`src/rtl/mc_pkg.sv`:
```
// Shared types and encodings for the multicycle RV32I control path.
package mc_pkg;

  typedef enum logic [3:0] {
    S_RESET   = 4'd0,
    S_FETCH   = 4'd1,
    S_DECODE  = 4'd2,
    S_MEMADR  = 4'd3,
    S_MEMREAD = 4'd4,
    S_MEMWB   = 4'd5,
    S_MEMWR   = 4'd6,
    S_EXECR   = 4'd7,
    S_EXECI   = 4'd8,
    S_ALUWB   = 4'd9,
    S_BEQ     = 4'd10,
    S_JAL     = 4'd11
  } statetype;

  localparam logic [6:0] OP_LW  = 7'b0000011;
  localparam logic [6:0] OP_SW  = 7'b0100011;
  localparam logic [6:0] OP_R   = 7'b0110011;
  localparam logic [6:0] OP_I   = 7'b0010011;
  localparam logic [6:0] OP_BEQ = 7'b1100011;
  localparam logic [6:0] OP_JAL = 7'b1101111;

  localparam logic [2:0] ALU_ADD = 3'b000;
  localparam logic [2:0] ALU_SUB = 3'b001;
  localparam logic [2:0] ALU_AND = 3'b010;
  localparam logic [2:0] ALU_OR  = 3'b011;
  localparam logic [2:0] ALU_SLT = 3'b101;

  localparam logic [1:0] ALUOP_ADD   = 2'b00;
  localparam logic [1:0] ALUOP_SUB   = 2'b01;
  localparam logic [1:0] ALUOP_FUNCT = 2'b10;

  localparam logic [1:0] IMM_I = 2'b00;
  localparam logic [1:0] IMM_S = 2'b01;
  localparam logic [1:0] IMM_B = 2'b10;
  localparam logic [1:0] IMM_J = 2'b11;

  // Immediate format selected by the opcode; unknown opcodes fall back to I.
  function automatic logic [1:0] imm_decode(input logic [6:0] op);
    case (op)
      OP_LW, OP_I: imm_decode = IMM_I;
      OP_SW:       imm_decode = IMM_S;
      OP_BEQ:      imm_decode = IMM_B;
      OP_JAL:      imm_decode = IMM_J;
      default:     imm_decode = IMM_I;
    endcase
  endfunction

endpackage

```
`src/rtl/aludec_mc.sv`:
```
// ALU decoder: maps ALUOp plus instruction function fields to ALUControl.
module aludec_mc
  import mc_pkg::*;
(
  input  logic [1:0] i_aluop,
  input  logic [2:0] i_funct3,
  input  logic       i_funct7b5,
  input  logic       i_op5,
  output logic [2:0] o_alu_control
);

  // Select the ALU operation; only R-type with funct7b5 set turns funct3=000 into sub.
  always_comb begin
    o_alu_control = ALU_ADD;
    case (i_aluop)
      ALUOP_ADD: o_alu_control = ALU_ADD;
      ALUOP_SUB: o_alu_control = ALU_SUB;
      ALUOP_FUNCT: begin
        case (i_funct3)
          3'b000: begin
            if (i_op5 && i_funct7b5) o_alu_control = ALU_SUB;
            else                     o_alu_control = ALU_ADD;
          end
          3'b010:  o_alu_control = ALU_SLT;
          3'b110:  o_alu_control = ALU_OR;
          3'b111:  o_alu_control = ALU_AND;
          default: o_alu_control = ALU_ADD;
        endcase
      end
      default: o_alu_control = ALU_ADD;
    endcase
  end

endmodule

```
`src/rtl/multicycle_controller.sv`:
```
// Multicycle RV32I control FSM: sequences fetch/decode/execute/memory/writeback
// for lw, sw, R-type, I-type, beq and jal, stalling on MemReady.
// Optional build macro MC_PERF_CNT_EN adds CycleCnt/InstretCnt counters.
module multicycle_controller
  import mc_pkg::*;
#(
  parameter int CNT_W = 32
) (
  input  logic             clk,
  input  logic             reset,
  input  logic [6:0]       op,
  input  logic [2:0]       funct3,
  input  logic             funct7b5,
  input  logic             Zero,
  input  logic             MemReady,
  output logic             MemReq,
  output logic             MemWrite,
  output logic             AdrSrc,
  output logic             IRWrite,
  output logic             PCWrite,
  output logic             RegWrite,
  output logic [1:0]       ResultSrc,
  output logic [1:0]       ALUSrcA,
  output logic [1:0]       ALUSrcB,
  output logic [1:0]       ImmSrc,
  output logic [2:0]       ALUControl,
  output logic             Illegal
`ifdef MC_PERF_CNT_EN
  ,
  output logic [CNT_W-1:0] CycleCnt,
  output logic [CNT_W-1:0] InstretCnt
`endif
);

  statetype   r_state;
  statetype   w_next_state;
  logic [1:0] w_aluop;

  if (CNT_W < 1) begin : g_cnt_w_check
    $error("multicycle_controller: CNT_W must be at least 1");
  end

  // State register; reset drops straight back to S_RESET at any point.
  always_ff @(posedge clk or negedge reset) begin
    if (!reset) r_state <= S_RESET;
    else        r_state <= w_next_state;
  end

  // Next-state logic; memory states hold until MemReady.
  always_comb begin
    w_next_state = r_state;
    case (r_state)
      S_RESET:  w_next_state = S_FETCH;
      S_FETCH: begin
        if (MemReady) w_next_state = S_DECODE;
        else          w_next_state = S_FETCH;
      end
      S_DECODE: begin
        case (op)
          OP_LW, OP_SW: w_next_state = S_MEMADR;
          OP_R:         w_next_state = S_EXECR;
          OP_I:         w_next_state = S_EXECI;
          OP_BEQ:       w_next_state = S_BEQ;
          OP_JAL:       w_next_state = S_JAL;
          default:      w_next_state = S_FETCH;
        endcase
      end
      S_MEMADR: begin
        if (op[5]) w_next_state = S_MEMWR;
        else       w_next_state = S_MEMREAD;
      end
      S_MEMREAD: begin
        if (MemReady) w_next_state = S_MEMWB;
        else          w_next_state = S_MEMREAD;
      end
      S_MEMWB:  w_next_state = S_FETCH;
      S_MEMWR: begin
        if (MemReady) w_next_state = S_FETCH;
        else          w_next_state = S_MEMWR;
      end
      S_EXECR:  w_next_state = S_ALUWB;
      S_EXECI:  w_next_state = S_ALUWB;
      S_ALUWB:  w_next_state = S_FETCH;
      S_BEQ:    w_next_state = S_FETCH;
      S_JAL:    w_next_state = S_ALUWB;
      default:  w_next_state = S_RESET;
    endcase
  end

  // Output decode: Moore selects per state, PC/IR enables qualified by MemReady/Zero.
  always_comb begin
    MemReq    = 1'b0;
    MemWrite  = 1'b0;
    AdrSrc    = 1'b0;
    IRWrite   = 1'b0;
    PCWrite   = 1'b0;
    RegWrite  = 1'b0;
    ResultSrc = 2'b00;
    ALUSrcA   = 2'b00;
    ALUSrcB   = 2'b00;
    Illegal   = 1'b0;
    w_aluop   = ALUOP_ADD;
    if (r_state == S_RESET) ImmSrc = IMM_I;
    else                    ImmSrc = imm_decode(op);
    case (r_state)
      S_RESET: ;
      S_FETCH: begin
        MemReq    = 1'b1;
        ALUSrcB   = 2'b10;
        ResultSrc = 2'b10;
        IRWrite   = MemReady;
        PCWrite   = MemReady;
      end
      S_DECODE: begin
        ALUSrcA = 2'b01;
        ALUSrcB = 2'b01;
        case (op)
          OP_LW, OP_SW, OP_R, OP_I, OP_BEQ, OP_JAL: Illegal = 1'b0;
          default:                                  Illegal = 1'b1;
        endcase
      end
      S_MEMADR: begin
        ALUSrcA = 2'b10;
        ALUSrcB = 2'b01;
      end
      S_MEMREAD: begin
        MemReq = 1'b1;
        AdrSrc = 1'b1;
      end
      S_MEMWB: begin
        ResultSrc = 2'b01;
        RegWrite  = 1'b1;
      end
      S_MEMWR: begin
        MemReq   = 1'b1;
        MemWrite = 1'b1;
        AdrSrc   = 1'b1;
      end
      S_EXECR: begin
        ALUSrcA = 2'b10;
        w_aluop = ALUOP_FUNCT;
      end
      S_EXECI: begin
        ALUSrcA = 2'b10;
        ALUSrcB = 2'b01;
        w_aluop = ALUOP_FUNCT;
      end
      S_ALUWB:  RegWrite = 1'b1;
      S_BEQ: begin
        ALUSrcA = 2'b10;
        PCWrite = Zero;
        w_aluop = ALUOP_SUB;
      end
      S_JAL: begin
        ALUSrcA = 2'b01;
        ALUSrcB = 2'b10;
        PCWrite = 1'b1;
      end
      default: ;
    endcase
  end

  aludec_mc u_aludec (
    .i_aluop       (w_aluop),
    .i_funct3      (funct3),
    .i_funct7b5    (funct7b5),
    .i_op5         (op[5]),
    .o_alu_control (ALUControl)
  );

`ifdef MC_PERF_CNT_EN
  logic [CNT_W-1:0] r_cycle_cnt;
  logic [CNT_W-1:0] r_instret_cnt;
  logic             w_retire;

  assign w_retire = (w_next_state == S_FETCH) &&
                    ((r_state == S_MEMWB) || (r_state == S_MEMWR) ||
                     (r_state == S_ALUWB) || (r_state == S_BEQ));

  // Cycle and retired-instruction counters; illegal-op returns do not retire.
  always_ff @(posedge clk or negedge reset) begin
    if (!reset) begin
      r_cycle_cnt   <= {CNT_W{1'b0}};
      r_instret_cnt <= {CNT_W{1'b0}};
    end else begin
      if (r_state != S_RESET) r_cycle_cnt <= r_cycle_cnt + {{(CNT_W-1){1'b0}}, 1'b1};
      if (w_retire) r_instret_cnt <= r_instret_cnt + {{(CNT_W-1){1'b0}}, 1'b1};
    end
  end

  assign CycleCnt   = r_cycle_cnt;
  assign InstretCnt = r_instret_cnt;
`endif

endmodule
```
`config.mk`:
```
export PLATFORM = sky130hd
export DESIGN_NAME = multicycle_controller
export DESIGN_NICKNAME = d
export VERILOG_FILES = /design/src/rtl/mc_pkg.sv /design/src/rtl/aludec_mc.sv /design/src/rtl/multicycle_controller.sv
export SDC_FILE = /design/constraint.sdc
export NUM_CORES = 1
export LEC_CHECK = 0
export ABC_AREA = 1
export CORE_UTILIZATION = 25
export DETAILED_ROUTE_END_ITERATION = 10
export PLACE_DENSITY_LB_ADDON = 0.2
export REMOVE_ABC_BUFFERS = 1
export SYNTH_ARGS = -nofsm -noshare
export SYNTH_HDL_FRONTEND = slang
export SYNTH_SLANG_ARGS = --single-unit
```
`constraint.sdc`:
```
create_clock -name clk -period 2.57 [get_ports clk]
set_input_delay 0.514 -clock clk [delete_from_list [all_inputs] [get_ports clk]]
set_output_delay 0.514 -clock clk [all_outputs]
set_load 0.1 [all_outputs]
```
==> results.py <==
metrics = {
    "clock_network": {
        "postCtsHoldBufs": 0,
        "cts_tree": "built",
        "clkLatencyLatePin_ps": 230,
        "cts_max_path_buffers": 2,
        "cts_setup_buffers": 0,
        "cts.sinks": 4,
        "cts_root_buf": "clkbuf_4",
        "cts_max_level": 1,
        "cts_buffers": 3,
        "path_clk_slew_ps": 40,
    },
    "synthesis": {
        "syn-cell-area_um2": 622,
        "synth_area_leader_cell": "nand2_1",
        "synth_area_leaders": "nand2_1 (16%), dfrtp_1 (16%), inv_1 (13%)",
        "post_synth.cell_area_avg_um2": 5.31,
        "yosysWarnings": 0,
        "syn_inst": 117,
        "ys_types": 16,
        "synth_seq_area_share_pct": 16.1,
        "synth_top_area_share_pct": 16.3,
        "synth-seq-cells": 4,
    },
    "floorplanning": {
        "core_um2": 2280,
        "rows": 17,
        "die_w_um": 51.9,
        "initial_core_util_pct": 27.3,
        "die_area_um2": 2690,
        "ios": 33,
        "die_h_um": 51.9,
    },
    "placement": {
        "io_buffers": 32,
        "pre_cts_slack_ps": 223,
        "place_hpwl_mm": 1.50,
        "place.gp.congestion": 0.861,
    },
    "grt": {
        "grt_use_total_pct": 13.6,
        "grt_pass1_wl_mm": 2.77,
        "grt-ovfl-total": 0,
        "antenna_found_initial": 0,
        "grt_start_max_net_pins": 8,
        "grt_pass1_vias": 718,
    },
    "worst_setup_path": {
        "cpPeakStageDelay_ps": 430,
        "critPathBufInv": 3,
        "end_kind": "output port",
        "cp_top_family": "flip-flops",
        "crit_chain": "inv_2, nand2_2, inv_1, nand3_1, o21ai_2, ha_2, nor3_4, buf_12",
        "slowest_stage": "dfrtp_1",
        "required_ps": 2060,
        "path_class": "flip-flop to output port",
        "cp_max_fo": 5,
        "crit_path_start_kind": "flip-flop",
        "cp.arrival_ps": 1910,
    },
    "sta": {
        "setup_viol": 0,
        "finalCritPeriodShare_pct": 94.3,
        "finClkSkew_ps": 3.06,
        "max_freq_mhz": 413,
        "relSlewSlack_pct": 76.7,
        "slew_violations": 0,
        "setup_ws_ps": 146,
        "worstMarginPinSlew_ps": 346,
        "grt_setup_unrepaired": "no",
        "hold_viol": 0,
        "min_period_ps": 2420,
    },
    "final_layout": {
        "largest_reg_flops": 4,
        "seqCellArea_um2": 100,
        "final_net_count": 172,
        "multi_input_area_um2": 438,
        "area_growth_pct": 81.7,
        "reg_top3": "r_state (4)",
        "diodes": 0,
        "top_register": "r_state",
        "final_util_pct": 49.6,
        "num-fill-cells": 241,
        "layout-drive-gt1-share_pct": 26.1,
        "final_common_cell": "nand2_1",
        "final_cell_mix": "nand2_1 (27), inv_1 (22), nor2_1 (18)",
    },
    "route": {
        "drc": 0,
        "drt-pass1-iter-count": 4,
        "wl_per_cell_um": 9.46,
        "wl_mm": 1.71,
        "ant_nets": 0,
        "viasPerCell": 4.48,
        "vias": 811,
        "drt_iter0_drc": 19,
    },
    "worst_hold_path": {
        "hp-class": "input pin to asynchronous set/reset pin",
    },
    "job": {
        "maxCapViolCount": 0,
    },
    "power_and_ir_drop": {
        "vdd_drop_max_mv": 1.01,
        "p_leak_nw": 0.583,
        "power_density_nw_per_um2": 1290,
    },
    "run_status": {
        "outcome": "complete, no violations",
    },
}
-- cells by family (layout without fill, tap and decap cells) --
group           Yosys count  after routing  share of synthesized area [%]
compound gates           13             13                           11.1
fa+ha+maj                 2              2                           4.02
buf+inv                  27             63                           16.3
flops                     4              4                           16.1
simple gates             71             71                           52.5
-- layout make-up --
class                           instances  share of cell area, %
Inverter                               27                   8.97
Clock buffer                            3                   1.99
Multi-Input combinational cell         86                   38.8
Sequential cell                         4                   8.86
Tap cell                               28                   3.10
Timing Repair Buffer                   33                   38.3
-- final timing paths --
check | startpoint | end | slack [ps] | depth (start not counted)
max | r_state[0]$_DFF_PN0_ | ALUControl[1] | 150 | 8
min | reset | r_state[0]$_DFF_PN0_ | 480 | 1
max reg2reg | r_state[3]$_DFF_PN0_ | r_state[1]$_DFF_PN0_ | 1400 | 7
min reg2reg | r_state[2]$_DFF_PN0_ | r_state[0]$_DFF_PN0_ | 760 | 5
max in group asynchronous | reset | r_state[3]$_DFF_PN0_ | 1930 | 1
min in group clk | r_state[2]$_DFF_PN0_ | r_state[0]$_DFF_PN0_ | 760 | 5
-- metrics by stage --
stage               power [W]  hold slack, ps  instances  TNS (ps)  area [um^2]
floorplan             0.00101             218        117     -5400          622
global placement      0.00137             724        178         0         1090
detailed placement    0.00138             722        178         0         1090
CTS                   0.00146             480        181         0         1110
global route          0.00153             483        181         0         1130
finish                0.00145             481        181         0         1130
-- synthesized netlist by cell type --
master	n
nand2_1	27
inv_1	22
nor2_1	18
nand3_1	14
a21oi_1	7
inv_2	5
o21ai_0	5
dfrtp_1	4
nand2_2	3
nor2_2	3
ha_1	2
nor2_4	2
nor3_1	2
nand2_4	1
nand4_1	1
o21ai_2	1
-- metal layers --
metal	part of all wire (%)	track usage [%]	wire length, um	vias up
met2	50	23.3	859	34
met1	42	15.5	726	343
met5	0	0	0	-
met4	0	6.76	0	0
met3	7.4	3.22	126	0
li1	-	-	-	434
-- power by group --
group | switching, W | total (W) | internal [W]
clock network | 0.0000230 | 0.0000750 | 0.0000521
logic | 0.000910 | 0.00126 | 0.000347
registers | 0.0000345 | 0.000121 | 0.0000865
total | 0.000968 | 0.00145 | 0.000486
-- repair_timing --
item	4_1_cts	5_1_grt
setup endpoints to repair	0	2
hold endpoints to repair	0	0
resized for setup	0	4
No activity file was read; power rests on OpenSTA's default activity.
